<file path="src/rtl/mul_div_unit.sv">
// Multi-cycle multiply/divide unit for the EX stage.
// Owns HI/LO and holds the pipeline via MDUReadyE while an operation runs.
module mul_div_unit #(
  parameter int MUL_LAT = 2
) (
  input  logic        clk,
  input  logic        resetn,
  input  logic [3:0]  MDUOpE,
  input  logic [31:0] SrcAE,
  input  logic [31:0] SrcBE,
  input  logic        FlushE,
  input  logic        HoldE,
  output logic        MDUReadyE,
  output logic [31:0] HiLoOutE
);

  typedef enum logic [1:0] {
    IDLE,
    MUL,
    DIV,
    DONE
  } state_t;

  state_t      state;
  logic [31:0] hi, lo;
  logic [31:0] res_hi, res_lo;
  logic [31:0] op_a, op_b;
  logic [4:0]  cnt;
  logic        sgn, neg_q, neg_r;

  logic        is_mul, is_div, is_sgn, start;
  logic [31:0] abs_a, abs_b;
  logic [63:0] ext_a, ext_b, prod;
  logic [32:0] shifted, diff;
  logic        fits;
  logic [31:0] rem_nx, q_nx;

  assign is_mul = (MDUOpE == 4'd1) || (MDUOpE == 4'd2);
  assign is_div = (MDUOpE == 4'd3) || (MDUOpE == 4'd4);
  assign is_sgn = (MDUOpE == 4'd1) || (MDUOpE == 4'd3);
  assign start  = (is_mul || is_div) && (state == IDLE) && !FlushE;

  assign abs_a = (is_sgn && SrcAE[31]) ? -SrcAE : SrcAE;
  assign abs_b = (is_sgn && SrcBE[31]) ? -SrcBE : SrcBE;

  assign ext_a = {{32{sgn & op_a[31]}}, op_a};
  assign ext_b = {{32{sgn & op_b[31]}}, op_b};
  assign prod  = ext_a * ext_b;

  // Restoring step: res_hi is the partial remainder, op_a shifts the
  // dividend out at the top and the quotient in at the bottom.
  assign shifted = {res_hi, op_a[31]};
  assign diff    = shifted - {1'b0, op_b};
  assign fits    = !diff[32];
  assign rem_nx  = fits ? diff[31:0] : shifted[31:0];
  assign q_nx    = {op_a[30:0], fits};

  assign MDUReadyE = !((state == IDLE && start) ||
                       state == MUL || state == DIV);

  always_comb begin
    HiLoOutE = 32'd0;
    if (MDUOpE == 4'd5) HiLoOutE = hi;
    else if (MDUOpE == 4'd6) HiLoOutE = lo;
  end

  always_ff @(posedge clk) begin
    if (!resetn) begin
      state  <= IDLE;
      hi     <= '0;
      lo     <= '0;
      res_hi <= '0;
      res_lo <= '0;
      op_a   <= '0;
      op_b   <= '0;
      cnt    <= '0;
      sgn    <= 1'b0;
      neg_q  <= 1'b0;
      neg_r  <= 1'b0;
    end else begin
      unique case (state)
        IDLE: begin
          if (start && is_mul) begin
            op_a  <= SrcAE;
            op_b  <= SrcBE;
            sgn   <= is_sgn;
            cnt   <= 5'(MUL_LAT - 1);
            state <= MUL;
          end else if (start && is_div) begin
            op_a   <= abs_a;
            op_b   <= abs_b;
            res_hi <= '0;
            neg_q  <= is_sgn && (SrcAE[31] ^ SrcBE[31]);
            neg_r  <= is_sgn && SrcAE[31];
            cnt    <= 5'd31;
            state  <= DIV;
          end else if (!HoldE && !FlushE) begin
            if (MDUOpE == 4'd7) hi <= SrcAE;
            if (MDUOpE == 4'd8) lo <= SrcAE;
          end
        end
        MUL: begin
          if (FlushE) begin
            state <= IDLE;
          end else if (cnt == 5'd0) begin
            res_hi <= prod[63:32];
            res_lo <= prod[31:0];
            state  <= DONE;
          end else begin
            cnt <= cnt - 5'd1;
          end
        end
        DIV: begin
          if (FlushE) begin
            state <= IDLE;
          end else if (cnt == 5'd0) begin
            res_lo <= neg_q ? -q_nx : q_nx;
            res_hi <= neg_r ? -rem_nx : rem_nx;
            state  <= DONE;
          end else begin
            res_hi <= rem_nx;
            op_a   <= q_nx;
            cnt    <= cnt - 5'd1;
          end
        end
        DONE: begin
          if (FlushE) begin
            state <= IDLE;
          end else if (!HoldE) begin
            hi    <= res_hi;
            lo    <= res_lo;
            state <= IDLE;
          end
        end
        default: state <= IDLE;
      endcase
    end
  end

endmodule
</file>
<file path="config.mk">
export PLATFORM = sky130hd
export DESIGN_NAME = mul_div_unit
export DESIGN_NICKNAME = d
export VERILOG_FILES = /design/src/rtl/mul_div_unit.sv
export SDC_FILE = /design/constraint.sdc
export NUM_CORES = 2
export LEC_CHECK = 0
export BUFFER_PORTS_ARGS = -buffer_cell sky130_fd_sc_hd__clkbuf_2
export CAP_MARGIN = 30
export CORE_MARGIN = 2
export CORE_UTILIZATION = 24
export CTS_CLUSTER_DIAMETER = 40
export DETAILED_ROUTE_END_ITERATION = 10
export SYNTH_ARGS = -nofsm -noshare
export SYNTH_HDL_FRONTEND = slang
export SYNTH_SLANG_ARGS = --single-unit
</file>
<file path="constraint.sdc">
create_clock -name clk -period 16.7 [get_ports clk]
set_clock_uncertainty 0.2 [all_clocks]
set_input_delay 0.835 -clock clk [delete_from_list [all_inputs] [get_ports clk]]
set_output_delay 0.835 -clock clk [all_outputs]
set_load 0.02 [all_outputs]
</file>
==> impl_metrics.tcl <==
set metrics [dict create \
    syn2layout_area_growth_pct 9.07 \
    final_area_um2 56200 \
    fin_nets 7387 \
    vias 41300 \
    drc_errors 0 \
    min_to "res_lo[18]" \
    firstDrtPassIters 6 \
    p_leak_uw 0.0254 \
    initial_core_util_pct 24.1 \
    p_seq_share_pct 14.3 \
    synth-main-ff-cell "dfxtp_1" \
    synth_cells 6076 \
    register_area_um2 4050 \
    crit_type "reg2reg" \
    hold_start "res_lo[18]" \
    finalSetupViolCount 0 \
    rsz0062_at_grt "false" \
    max_slew_margin_pct 27.7 \
    reg2reg_from "op_b[3]" \
    hpwl_mm 135 \
    drt_iter0_drc 3110 \
    use_met1_pct 19.9 \
    grtUsageMet3_pct 1.91 \
    p_sw_share_pct 56.0 \
    ff2ff_setup_slack_ps 7010 \
    synth-edff-count 0 \
    final_util_pct 26.3 \
    met2_usage_pct 26.7 \
    avgRoutedWirePerCell_um 19.3 \
    syn_area_um2 51500 \
    die_h_um 467 \
    pwr-share-comb_pct 68.7 \
    irDropWorstVdd_uv 70.0 \
    post-route-period-util_pct 58.0 \
    cts_hold_buf 0 \
    crit_path_max_incr_delay_ps 780 \
    overflow 0 \
    ys_types 91 \
    io_buffers 104 \
    switchingPower_uw 2530 \
    clock_path_buffers 3 \
    grt_pass1_wl_mm 264 \
    row_count 170 \
    max_freq_mhz 103 \
    antenna_found_initial 5 \
    r2r-end "res_hi[26]" \
    track_usage_pct 15.6 \
    timing.hold.ws_ps 257 \
    io_pins 105 \
    die-area_um2 219000 \
    multiInputGateArea_um2 41700 \
    placed_cell_area_um2 55000 \
    min_path_cells 2 \
    cts_made_buffers 36 \
    htree_levels 2 \
    worst_pin_slew_ps 1070 \
    end_kind "flop" \
    maxCapViolCount 0 \
    cts-root-buf "clkbuf_16" \
    arrival_ps 9900 \
    powerDensity_nw_per_um2 80.4 \
    clkLatencyLatePin_ps 530 \
    clkSinkCount 202 \
    cts_tree "built" \
    postCtsSetupRepairBufs 0 \
    grt_max_degree 95 \
    drive_above_1_share_pct 5.25 \
    p_int_uw 1990 \
    status "finished clean" \
    clkTransAtPathRegs_ps 60 \
    grt.busiest_layer "met2" \
    path_common_cell "fa_1" \
    synth-seq-cells 202 \
    hold_path_class "reg2reg" \
    min_period_ps 9690 \
    seq_area_frac_synth_pct 7.84 \
    finalPower_uw 4520 \
    die_w_um 467 \
    drv_slew 0 \
    routed_via_density 4.70 \
    cts_resized 0 \
    hold_viol_final 0 \
    grt_pass1_vias 43800 \
    gp_congestion 1.00 \
    slowest_stage "dfxtp_1" \
    ys_async_sr_fraction_pct 0 \
    fillCellCount 23100 \
    detail-route-antenna-nets 0 \
    cp-start-kind "flop" \
    core_area_um2 214000 \
    syn_nets 7528 \
    synth_area_per_cell_um2 8.48 \
    reg2regPathDepth 28 \
    routed_wl_mm 170 \
    clkPwrFrac_pct 17.0 \
    yosysWarnings 0 \
    cp_max_fo 23 \
    finalSetupTns_ps 0 \
    cp.required_ps 16910 \
]
stage by stage:
step           setup WS (ps)  instances
3_3_place_gp            6840       8729
5_1_grt                 6600       8798
6_report                7010       8801
3_5_place_dp            6620       8734
4_1_cts                 6610       8797
2_1_floorplan           8220       6076
worst max-delay path: cells and delay by family (launching register included):
kind	cells	cell delay, ps
adder cells (fa/ha/maj)	9	4390
AO/OA/AOI/OAI	8	2560
AND/OR/NAND/NOR	4	890
flip-flops	1	780
buffers and inverters	6	690
XOR/XNOR	1	70
power groups by stage:
stage | clock network [µW] | logic, µW | registers, µW
5_1_grt | 797 | 3390 | 657
6_report | 769 | 3100 | 648
3_3_place_gp | 0 | 3010 | 654
2_1_floorplan | 0 | 2040 | 617
4_1_cts | 774 | 3070 | 646
3_5_place_dp | 0 | 3050 | 656
flip-flops by register name, summed over array words and instances (netlist names), 2 cells and up:
name    cells
hi         32
lo         32
op_a       32
op_b       32
res_hi     32
res_lo     32
cnt         5
state       2
how the worst max path moves through the flow:
stage | from | slack [ps] | endpoint | cells past startpoint
after detailed placement | op_a[31] | 6620 | res_hi[26] | 30
after floorplan | sgn | 8220 | res_hi[26] | 30
after global routing | op_b[3] | 6600 | res_hi[30] | 29
final | op_b[3] | 7010 | res_hi[26] | 28
after global placement | op_a[31] | 6840 | res_hi[26] | 30
after CTS | op_a[31] | 6610 | res_hi[26] | 30
metal layers:
metal | wire length, µm | up-vias
met5 | 12 | -
met4 | 7680 | 2
met3 | 9530 | 309
met2 | 82800 | 1340
met1 | 69600 | 21400
li1 | - | 18200
cell usage in the layout (no fill, tap or decap), drive strengths merged, types with 7 or more instances in the layout:
| cell type | count |
|---|---|
| o21ai | 157 |
| o21a | 15 |
| o211ai | 18 |
| o21bai | 10 |
| o41ai | 10 |
| clkbuf | 146 |
| and2 | 318 |
| xor2 | 84 |
| a22o | 34 |
| nand2 | 955 |
| ha | 254 |
| nor2b | 45 |
| or4 | 13 |
| a211oi | 126 |
| clkinv | 8 |
| mux2i | 19 |
| nor2 | 327 |
| or3 | 16 |
| a22oi | 18 |
| nand3 | 40 |
| a21oi | 272 |
| buf | 88 |
| inv | 1194 |
| nor4 | 16 |
| dfxtp | 202 |
| o31ai | 29 |
| a31oi | 20 |
| o22ai | 7 |
| nand2b | 19 |
| a21o | 42 |
| or2 | 13 |
| fa | 1126 |
| nand4 | 18 |
| and3 | 17 |
| nor3 | 63 |
| xnor2 | 131 |
final cells by class:
type | count | area share, %
Inverter | 1187 | 7.94
Clock inverter | 21 | 0.465
Clock buffer | 42 | 1.73
Multi-Input combinational cell | 4316 | 74.1
Antenna cell | 3 | 0.0134
Sequential cell | 202 | 7.20
Tap cell | 2838 | 6.32
Timing Repair Buffer | 192 | 2.21
cell usage after synthesis, types with 14 or more instances:
library cell / n / share of area (%)
a21o_1: 42 / 0.61
o21a_1: 14 / 0.20
nand3_1: 38 / 0.37
a22oi_1: 18 / 0.26
nor2_1: 327 / 2.4
o31ai_1: 25 / 0.36
nor3_1: 63 / 0.61
dfxtp_1: 202 / 7.8
inv_1: 1184 / 8.6
xnor2_1: 131 / 2.2
nand2_1: 954 / 6.9
o211ai_1: 17 / 0.25
nand2b_1: 19 / 0.23
buf_1: 36 / 0.26
a22o_1: 34 / 0.58
or3_1: 16 / 0.19
and3_1: 17 / 0.21
mux2i_1: 19 / 0.37
o21ai_0: 149 / 1.4
a211oi_1: 124 / 1.8
fa_1: 1126 / 44
ha_1: 254 / 6.2
nor2b_1: 45 / 0.55
clkbuf_1: 320 / 2.3
nand4_1: 18 / 0.22
and2_1: 318 / 3.9
a21oi_1: 271 / 2.6
a31oi_1: 20 / 0.24
xor2_1: 84 / 1.4
cell families (layout without fill, tap and decap cells):
logic type	count (synthesis)	count (layout)	synth area share (%)
adders and majority gates	1380	1380	49.9
buffers and inverters	1558	1442	11.4
xor gates and xnor gates	215	215	3.65
DFF	202	202	7.84
other	0	3	0
AOI/OAI and AO/OA	814	814	10.1
and+or+nand+nor	1885	1885	16.6
muxes	22	22	0.434
No activity file was read; power rests on OpenSTA's default activity.
